===== src/rtl/wb_select_seq_if.sv =====
// wb_select_seq_if: request/source/write-back bundle for wb_select_seq.
//   master : requester and result producers (drives start, seletor, dest_addr,
//            src_data, src_ready; observes the write-back outputs)
//   slave  : the selector itself
interface wb_select_seq_if #(
    parameter int unsigned DATA_W = 32,
    parameter int unsigned SEL_W  = 3,
    parameter int unsigned ADDR_W = 5
);
    localparam int unsigned N_SRC = 2 ** SEL_W;

    logic                      start;
    logic [SEL_W-1:0]          seletor;
    logic [ADDR_W-1:0]         dest_addr;
    logic [N_SRC*DATA_W-1:0]   src_data;
    logic [N_SRC-1:0]          src_ready;
    logic [DATA_W-1:0]         wb_data;
    logic [ADDR_W-1:0]         wb_addr;
    logic                      reg_write;
    logic                      done;
    logic                      busy;
    logic                      timeout_err;

    modport master (
        output start, seletor, dest_addr, src_data, src_ready,
        input  wb_data, wb_addr, reg_write, done, busy, timeout_err
    );

    modport slave (
        input  start, seletor, dest_addr, src_data, src_ready,
        output wb_data, wb_addr, reg_write, done, busy, timeout_err
    );
endinterface


===== src/rtl/wb_select_seq.sv =====
// wb_select_seq: sequential write-back source selector.
// Accepts a request (source index + destination), waits for the selected
// source to be ready (bounded by TIMEOUT), latches its word and issues a
// one-cycle register-file write strobe.
//   clk   : clock, rising edge
//   reset : asynchronous, active-high
//   bus   : wb_select_seq_if.slave (request, sources, write-back outputs)
module wb_select_seq #(
    parameter int unsigned DATA_W    = 32,
    parameter int unsigned SEL_W     = 3,
    parameter int unsigned ADDR_W    = 5,
    parameter int unsigned CONST_IDX = 0,
    parameter int unsigned CONST_VAL = 227,
    parameter int unsigned TIMEOUT   = 15
) (
    input  logic           clk,
    input  logic           reset,
    wb_select_seq_if.slave bus
);
    localparam int unsigned N_SRC  = 2 ** SEL_W;
    localparam int unsigned CNT_W  = 8;
    localparam bit          TO_EN  = (TIMEOUT != 0);
    localparam logic [CNT_W-1:0]  TO_LAST    = (TIMEOUT == 0) ? '0 : CNT_W'(TIMEOUT - 1);
    localparam logic [DATA_W-1:0] CONST_WORD = DATA_W'(CONST_VAL);
    localparam logic [SEL_W-1:0]  CONST_SEL  = SEL_W'(CONST_IDX);

    typedef enum logic [1:0] {
        S_IDLE  = 2'd0,
        S_WAIT  = 2'd1,
        S_WRITE = 2'd2
    } state_e;

    state_e             state_q, state_d;
    logic [SEL_W-1:0]   sel_q, sel_d;
    logic [CNT_W-1:0]   cnt_q, cnt_d;
    logic [DATA_W-1:0]  wb_data_q, wb_data_d;
    logic [ADDR_W-1:0]  wb_addr_q, wb_addr_d;
    logic               reg_write_q, reg_write_d;
    logic               done_q, done_d;
    logic               busy_q, busy_d;
    logic               terr_q, terr_d;

    logic [DATA_W-1:0]  sel_word;
    logic               sel_ready;

    // Source mux; the constant slot overrides its data and ready inputs
    always_comb begin
        sel_word  = '0;
        sel_ready = 1'b0;
        for (int i = 0; i < N_SRC; i++) begin
            if (sel_q == SEL_W'(i)) begin
                sel_word  = bus.src_data[i*DATA_W +: DATA_W];
                sel_ready = bus.src_ready[i];
            end
        end
        if (sel_q == CONST_SEL) begin
            sel_word  = CONST_WORD;
            sel_ready = 1'b1;
        end
    end

    // Next-state and registered-output logic; strobes are computed one cycle
    // early so reg_write/done line up with the WRITE cycle (or abort cycle)
    always_comb begin
        state_d     = state_q;
        sel_d       = sel_q;
        cnt_d       = cnt_q;
        wb_data_d   = wb_data_q;
        wb_addr_d   = wb_addr_q;
        terr_d      = terr_q;
        reg_write_d = 1'b0;
        done_d      = 1'b0;

        case (state_q)
            S_IDLE: begin
                if (bus.start) begin
                    sel_d     = bus.seletor;
                    wb_addr_d = bus.dest_addr;
                    cnt_d     = '0;
                    terr_d    = 1'b0;
                    state_d   = S_WAIT;
                end
            end
            S_WAIT: begin
                if (sel_ready) begin
                    wb_data_d   = sel_word;
                    reg_write_d = (wb_addr_q != '0);
                    done_d      = 1'b1;
                    state_d     = S_WRITE;
                end else if (TO_EN) begin
                    if (cnt_q == TO_LAST) begin
                        terr_d  = 1'b1;
                        done_d  = 1'b1;
                        state_d = S_IDLE;
                    end else begin
                        cnt_d = cnt_q + CNT_W'(1);
                    end
                end
            end
            S_WRITE: begin
                state_d = S_IDLE;
            end
            default: begin
                state_d = S_IDLE;
            end
        endcase

        busy_d = (state_d != S_IDLE);
    end

    // State and output registers
    always_ff @(posedge clk or posedge reset) begin
        if (reset) begin
            state_q     <= S_IDLE;
            sel_q       <= '0;
            cnt_q       <= '0;
            wb_data_q   <= '0;
            wb_addr_q   <= '0;
            reg_write_q <= 1'b0;
            done_q      <= 1'b0;
            busy_q      <= 1'b0;
            terr_q      <= 1'b0;
        end else begin
            state_q     <= state_d;
            sel_q       <= sel_d;
            cnt_q       <= cnt_d;
            wb_data_q   <= wb_data_d;
            wb_addr_q   <= wb_addr_d;
            reg_write_q <= reg_write_d;
            done_q      <= done_d;
            busy_q      <= busy_d;
            terr_q      <= terr_d;
        end
    end

    assign bus.wb_data     = wb_data_q;
    assign bus.wb_addr     = wb_addr_q;
    assign bus.reg_write   = reg_write_q;
    assign bus.done        = done_q;
    assign bus.busy        = busy_q;
    assign bus.timeout_err = terr_q;

endmodule


===== src/flat_wrapper.sv =====
// flat-port wrapper written by rule: the top's interface ports become plain ports
module wb_select_seq_flat 
#(
    parameter int unsigned DATA_W    = 32,
    parameter int unsigned SEL_W     = 3,
    parameter int unsigned ADDR_W    = 5,
    parameter int unsigned CONST_IDX = 0,
    parameter int unsigned CONST_VAL = 227,
    parameter int unsigned TIMEOUT   = 15
)
  (clk, reset, bus_start, bus_seletor, bus_dest_addr, bus_src_data, bus_src_ready, bus_wb_data, bus_wb_addr, bus_reg_write, bus_done, bus_busy, bus_timeout_err);
  wb_select_seq_if #(.DATA_W(DATA_W), .SEL_W(SEL_W), .ADDR_W(ADDR_W)) bus_i ();
  input  logic clk;
  input  logic reset;
  input wire logic [$bits(bus_i.start)-1:0] bus_start;
  input wire logic [$bits(bus_i.seletor)-1:0] bus_seletor;
  input wire logic [$bits(bus_i.dest_addr)-1:0] bus_dest_addr;
  input wire logic [$bits(bus_i.src_data)-1:0] bus_src_data;
  input wire logic [$bits(bus_i.src_ready)-1:0] bus_src_ready;
  output wire logic [$bits(bus_i.wb_data)-1:0] bus_wb_data;
  output wire logic [$bits(bus_i.wb_addr)-1:0] bus_wb_addr;
  output wire logic [$bits(bus_i.reg_write)-1:0] bus_reg_write;
  output wire logic [$bits(bus_i.done)-1:0] bus_done;
  output wire logic [$bits(bus_i.busy)-1:0] bus_busy;
  output wire logic [$bits(bus_i.timeout_err)-1:0] bus_timeout_err;
  assign bus_i.start = bus_start;
  assign bus_i.seletor = bus_seletor;
  assign bus_i.dest_addr = bus_dest_addr;
  assign bus_i.src_data = bus_src_data;
  assign bus_i.src_ready = bus_src_ready;
  assign bus_wb_data = bus_i.wb_data;
  assign bus_wb_addr = bus_i.wb_addr;
  assign bus_reg_write = bus_i.reg_write;
  assign bus_done = bus_i.done;
  assign bus_busy = bus_i.busy;
  assign bus_timeout_err = bus_i.timeout_err;
  wb_select_seq #(.DATA_W(DATA_W), .SEL_W(SEL_W), .ADDR_W(ADDR_W), .CONST_IDX(CONST_IDX), .CONST_VAL(CONST_VAL), .TIMEOUT(TIMEOUT)) u_core (.clk(clk), .reset(reset), .bus(bus_i));
endmodule

===== config.mk =====
export PLATFORM = sky130hd
export DESIGN_NAME = wb_select_seq_flat
export DESIGN_NICKNAME = d
export VERILOG_FILES = /design/src/rtl/wb_select_seq_if.sv /design/src/rtl/wb_select_seq.sv /design/src/flat_wrapper.sv
export SDC_FILE = /design/constraint.sdc
export NUM_CORES = 1
export LEC_CHECK = 0
export ABC_AREA = 1
export BUFFER_PORTS_ARGS = -buffer_cell sky130_fd_sc_hd__clkbuf_2
export CORE_AREA = 5 5 119 121
export CTS_CLUSTER_SIZE = 30
export DETAILED_ROUTE_END_ITERATION = 10
export DIE_AREA = 0 0 124 126
export GPL_ROUTABILITY_DRIVEN = 0
export PLACE_DENSITY = 0.59
export SYNTH_ARGS = -nofsm -noshare
export SYNTH_HDL_FRONTEND = slang
export SYNTH_SLANG_ARGS = --single-unit

===== constraint.sdc =====
create_clock -name clk -period 2.24 [get_ports clk]
set_clock_uncertainty 0.05 [all_clocks]
set_input_delay 0.112 -clock clk [delete_from_list [all_inputs] [get_ports clk]]
set_output_delay 0.112 -clock clk [all_outputs]
set_load 0.01 [all_outputs]

==> flow_metrics.tcl <==
set metrics [dict create \
    comb_power_share_pct 64.1 \
    critPathSlowestCell "dfrtp_1" \
    num_rows 42 \
    cts_tree "built" \
    die_width_um 124 \
    wirelength_um 16300 \
    synthesis.area_sq_um 3690 \
    drt_iter0_markers 261 \
    min_path_cells 2 \
    tightest_slew_ps 453 \
    synth_area_leader_cell "dfrtp_1" \
    antenna_left 0 \
    synth_xor_area_share_pct 1.42 \
    cp-end-kind "flip-flop" \
    cts_made_buffers 5 \
    n_antenna_cell 0 \
    outcome "finished, final reports clean" \
    syn_area_per_cell_sq_um 6.49 \
    htreeDepth 2 \
    hold_start "bus_dest_addr[0]" \
    max_cap_viol_count 0 \
    finalSetupViolCount 0 \
    leakage_nw 3.13 \
    numPortBuffers 282 \
    hold_end "u_core.bus.wb_addr[0]" \
    hp-class "primary input to flip-flop" \
    crit_path_frequent_cell "nand2_1" \
    ys_types 25 \
    regToRegSetupSlack_ps 260 \
    path_class "flip-flop to flip-flop" \
    powerDensity_nw_per_um2 1210 \
    synthAdderAreaFrac_pct 0.678 \
    rr_worst_depth 9 \
    die_h_um 126 \
    reg2reg_from "u_core.sel_q[0]" \
    cts_sinks 54 \
    min_period_ps 1980 \
    muxShareOfSynthArea_pct 1.52 \
    drc 0 \
    dp_slack_ps 193 \
    worstPathRequired_ps 2410 \
    clkLatencyLatePin_ps 290 \
    critPathMaxStageDelay_ps 470 \
    grt-ovfl-total 0 \
    vias_per_cell 4.65 \
    synth_top_area_share_pct 36.6 \
    grt_pass1_wl_um 24600 \
    finalHoldViolations 0 \
    syn_inst 569 \
    fin_crit_sh_pct 88.3 \
    nets 1122 \
    first_pass_iters 5 \
    wl_per_cell_um 16.0 \
    start_util_pct 28.5 \
    irDropWorstVdd_v 0.000642 \
    rr_endpoint "u_core.bus.wb_data[15]" \
    track_usage_pct 20.0 \
    drive_above_1_share_pct 38.5 \
    fillers 1435 \
    ctsRootBufferMaster "clkbuf_16" \
    design.core.area_sq_um 13000 \
    hpwl_um 13700 \
    path_max_fanout 43 \
    grt_max_degree 44 \
    internal_power_mw 3.40 \
    ys_ff_latch 54 \
    crit_chain "inv_2, nand3_1, or2_0, nand2_1, nand2_1, nand2_4, buf_12, nand2_1, o21ai_1" \
    ys_warn_count 0 \
    worst_slack_ps 262 \
    maxSlewViolCount 0 \
    dieArea_sq_um 15600 \
    power_mw 6.75 \
    pin_count 316 \
    fin_tns_setup_ps 0 \
    pwr-share-seq_pct 24.3 \
    synth_top_family_by_area "simple AND/OR/NAND/NOR gates" \
    worst_ep_arrival_time_ps 2140 \
    worst_setup_path_start_kind "flip-flop" \
    max_freq_mhz 506 \
    swShare_pct 49.6 \
    clkPwrFrac_pct 11.6 \
    rsz0062_at_grt "false" \
    path_clk_slew_ps 70 \
    vias 4757 \
    synth_compound_area_share_pct 16.6 \
    syn2layout_area_growth_pct 51.4 \
    ys_seq_area_share_pct 36.6 \
    antenna_found_initial 0 \
    p_switching_mw 3.35 \
    grt_pass1_vias 4545 \
    cts_buffer_depth 2 \
    synthSimpleGateAreaFrac_pct 37.7 \
    max-slew-margin-rel_pct 69.8 \
    syn-num-nets 846 \
    yosys-top-cells-area "dfrtp_1, nand2_1, a21oi_1, nand4_1, nand3_1" \
]
==> metrics by stage <==
stage / hold slack, ps / area, sq um / std cells / util (%)
after floorplan: 212 / 3690 / 569 / -
after global placement: 71.5 / 5420 / 1012 / 41.7
after detailed placement: 77.7 / 5420 / 1012 / 41.7
after CTS: 2.21 / 5590 / 1022 / 43.0
after global routing: 1.01 / 5590 / 1022 / 43.1
final: 6.39 / 5590 / 1022 / 43.1
==> state kept, by name, indices dropped and copies added (netlist names) <==
| name | count |
|---|---|
| u_core.bus.reg_write | 1 |
| u_core.cnt_q | 8 |
| u_core.bus.timeout_err | 1 |
| u_core.state_q | 2 |
| u_core.bus.done | 1 |
| u_core.bus.wb_addr | 5 |
| u_core.bus.wb_data | 32 |
| u_core.sel_q | 3 |
| u_core.bus.busy | 1 |
==> critical path, delay by kind of cell (launching register included) <==
kind / cells / cell delay (ps)
and+or+nand+nor: 6 / 930
DFF: 1 / 470
buffers and inverters: 2 / 380
AOI/OAI and AO/OA: 1 / 70
==> timing repair <==
| action | CTS | global route |
|---|---|---|
| setup endpoints to repair | 0 | 3 |
| resized for setup | 0 | 1 |
| hold endpoints to repair | 19 | 0 |
| setup buffers | 0 | 0 |
| hold buffers | 2 | 0 |
==> kinds of logic after synthesis <==
logic type                 count (synthesis)
and+or+nand+nor                          329
xor gates and xnor gates                   6
AOI/OAI and AO/OA                        121
buffers and inverters                     52
muxes                                      5
adders and majority gates                  2
DFF                                       54
==> power groups by stage <==
stage	registers (mW)	clock network, mW	logic (mW)
after global routing	1.70	0.846	4.84
final	1.64	0.786	4.33
after global placement	1.66	0	4.31
after CTS	1.64	0.811	4.36
after floorplan	1.77	0	2.44
after detailed placement	1.66	0	4.35
==> metal layers <==
layer	wire length [um]	part of all wire (%)	GRT usage [%]
met2	7510	46	30.5
met5	0	0	0
met4	316	1.9	5.35
met3	1160	7.1	3.54
met1	7340	45	29.2
==> worst max-delay path by stage <==
stage / startpoint / endpoint / slack, ps / cells past startpoint
final: u_core.sel_q[0] / u_core.bus.wb_data[15] / 260 / 9
after global routing: u_core.sel_q[0] / u_core.bus.wb_data[15] / 50 / 9
after CTS: u_core.sel_q[0] / u_core.bus.done / 190 / 8
after detailed placement: u_core.sel_q[0] / u_core.bus.done / 190 / 8
after global placement: u_core.sel_q[0] / u_core.bus.done / 210 / 8
after floorplan: u_core.sel_q[2] / u_core.bus.wb_data[10] / 580 / 8
==> final cells by class <==
type / instances / area, sq um / area share (%)
clock buffers: 5 / 125 / 2.24
clock inverters: 3 / 26.3 / 0.470
inverters: 21 / 78.8 / 1.41
multi-input cells: 463 / 2160 / 38.7
flip-flops and latches: 54 / 1350 / 24.2
well taps: 176 / 220 / 3.94
repair buffers: 300 / 1630 / 29.1
==> cells in the final DEF, fill, tap and decap left out, types with 2 or more instances in the layout <==
cell type / n
buf_4: 10
o22ai_1: 6
nand3_2: 2
clkbuf_2: 282
inv_1: 14
o21ai_1: 26
dlygate4sd3_1: 2
a21oi_1: 61
inv_2: 7
nor2_1: 17
buf_12: 6
ha_1: 2
xor2_1: 5
mux2_2: 5
dfrtp_1: 54
nor3_4: 3
nand4_1: 31
o21ai_0: 28
clkbuf_16: 5
clkinv_4: 3
nand3_1: 30
nand2_1: 241
==> Yosys cell counts <==
library cell	number
inv_2	6
a21oi_1	61
o21ai_1	26
buf_1	2
xnor2_1	1
nand4_1	31
nor2_1	17
xor2_1	5
nor3_2	3
nand2_1	241
or2_2	1
nand2_2	1
dfrtp_1	54
nand3_1	30
ha_1	2
inv_1	15
mux2_2	5
or2_0	1
buf_2	6
nor2_2	1
o21ai_0	28
nor3_1	1
o22ai_1	6
clkbuf_1	23
nand3_2	2
Note: power is estimated with default switching activity, not from simulation.
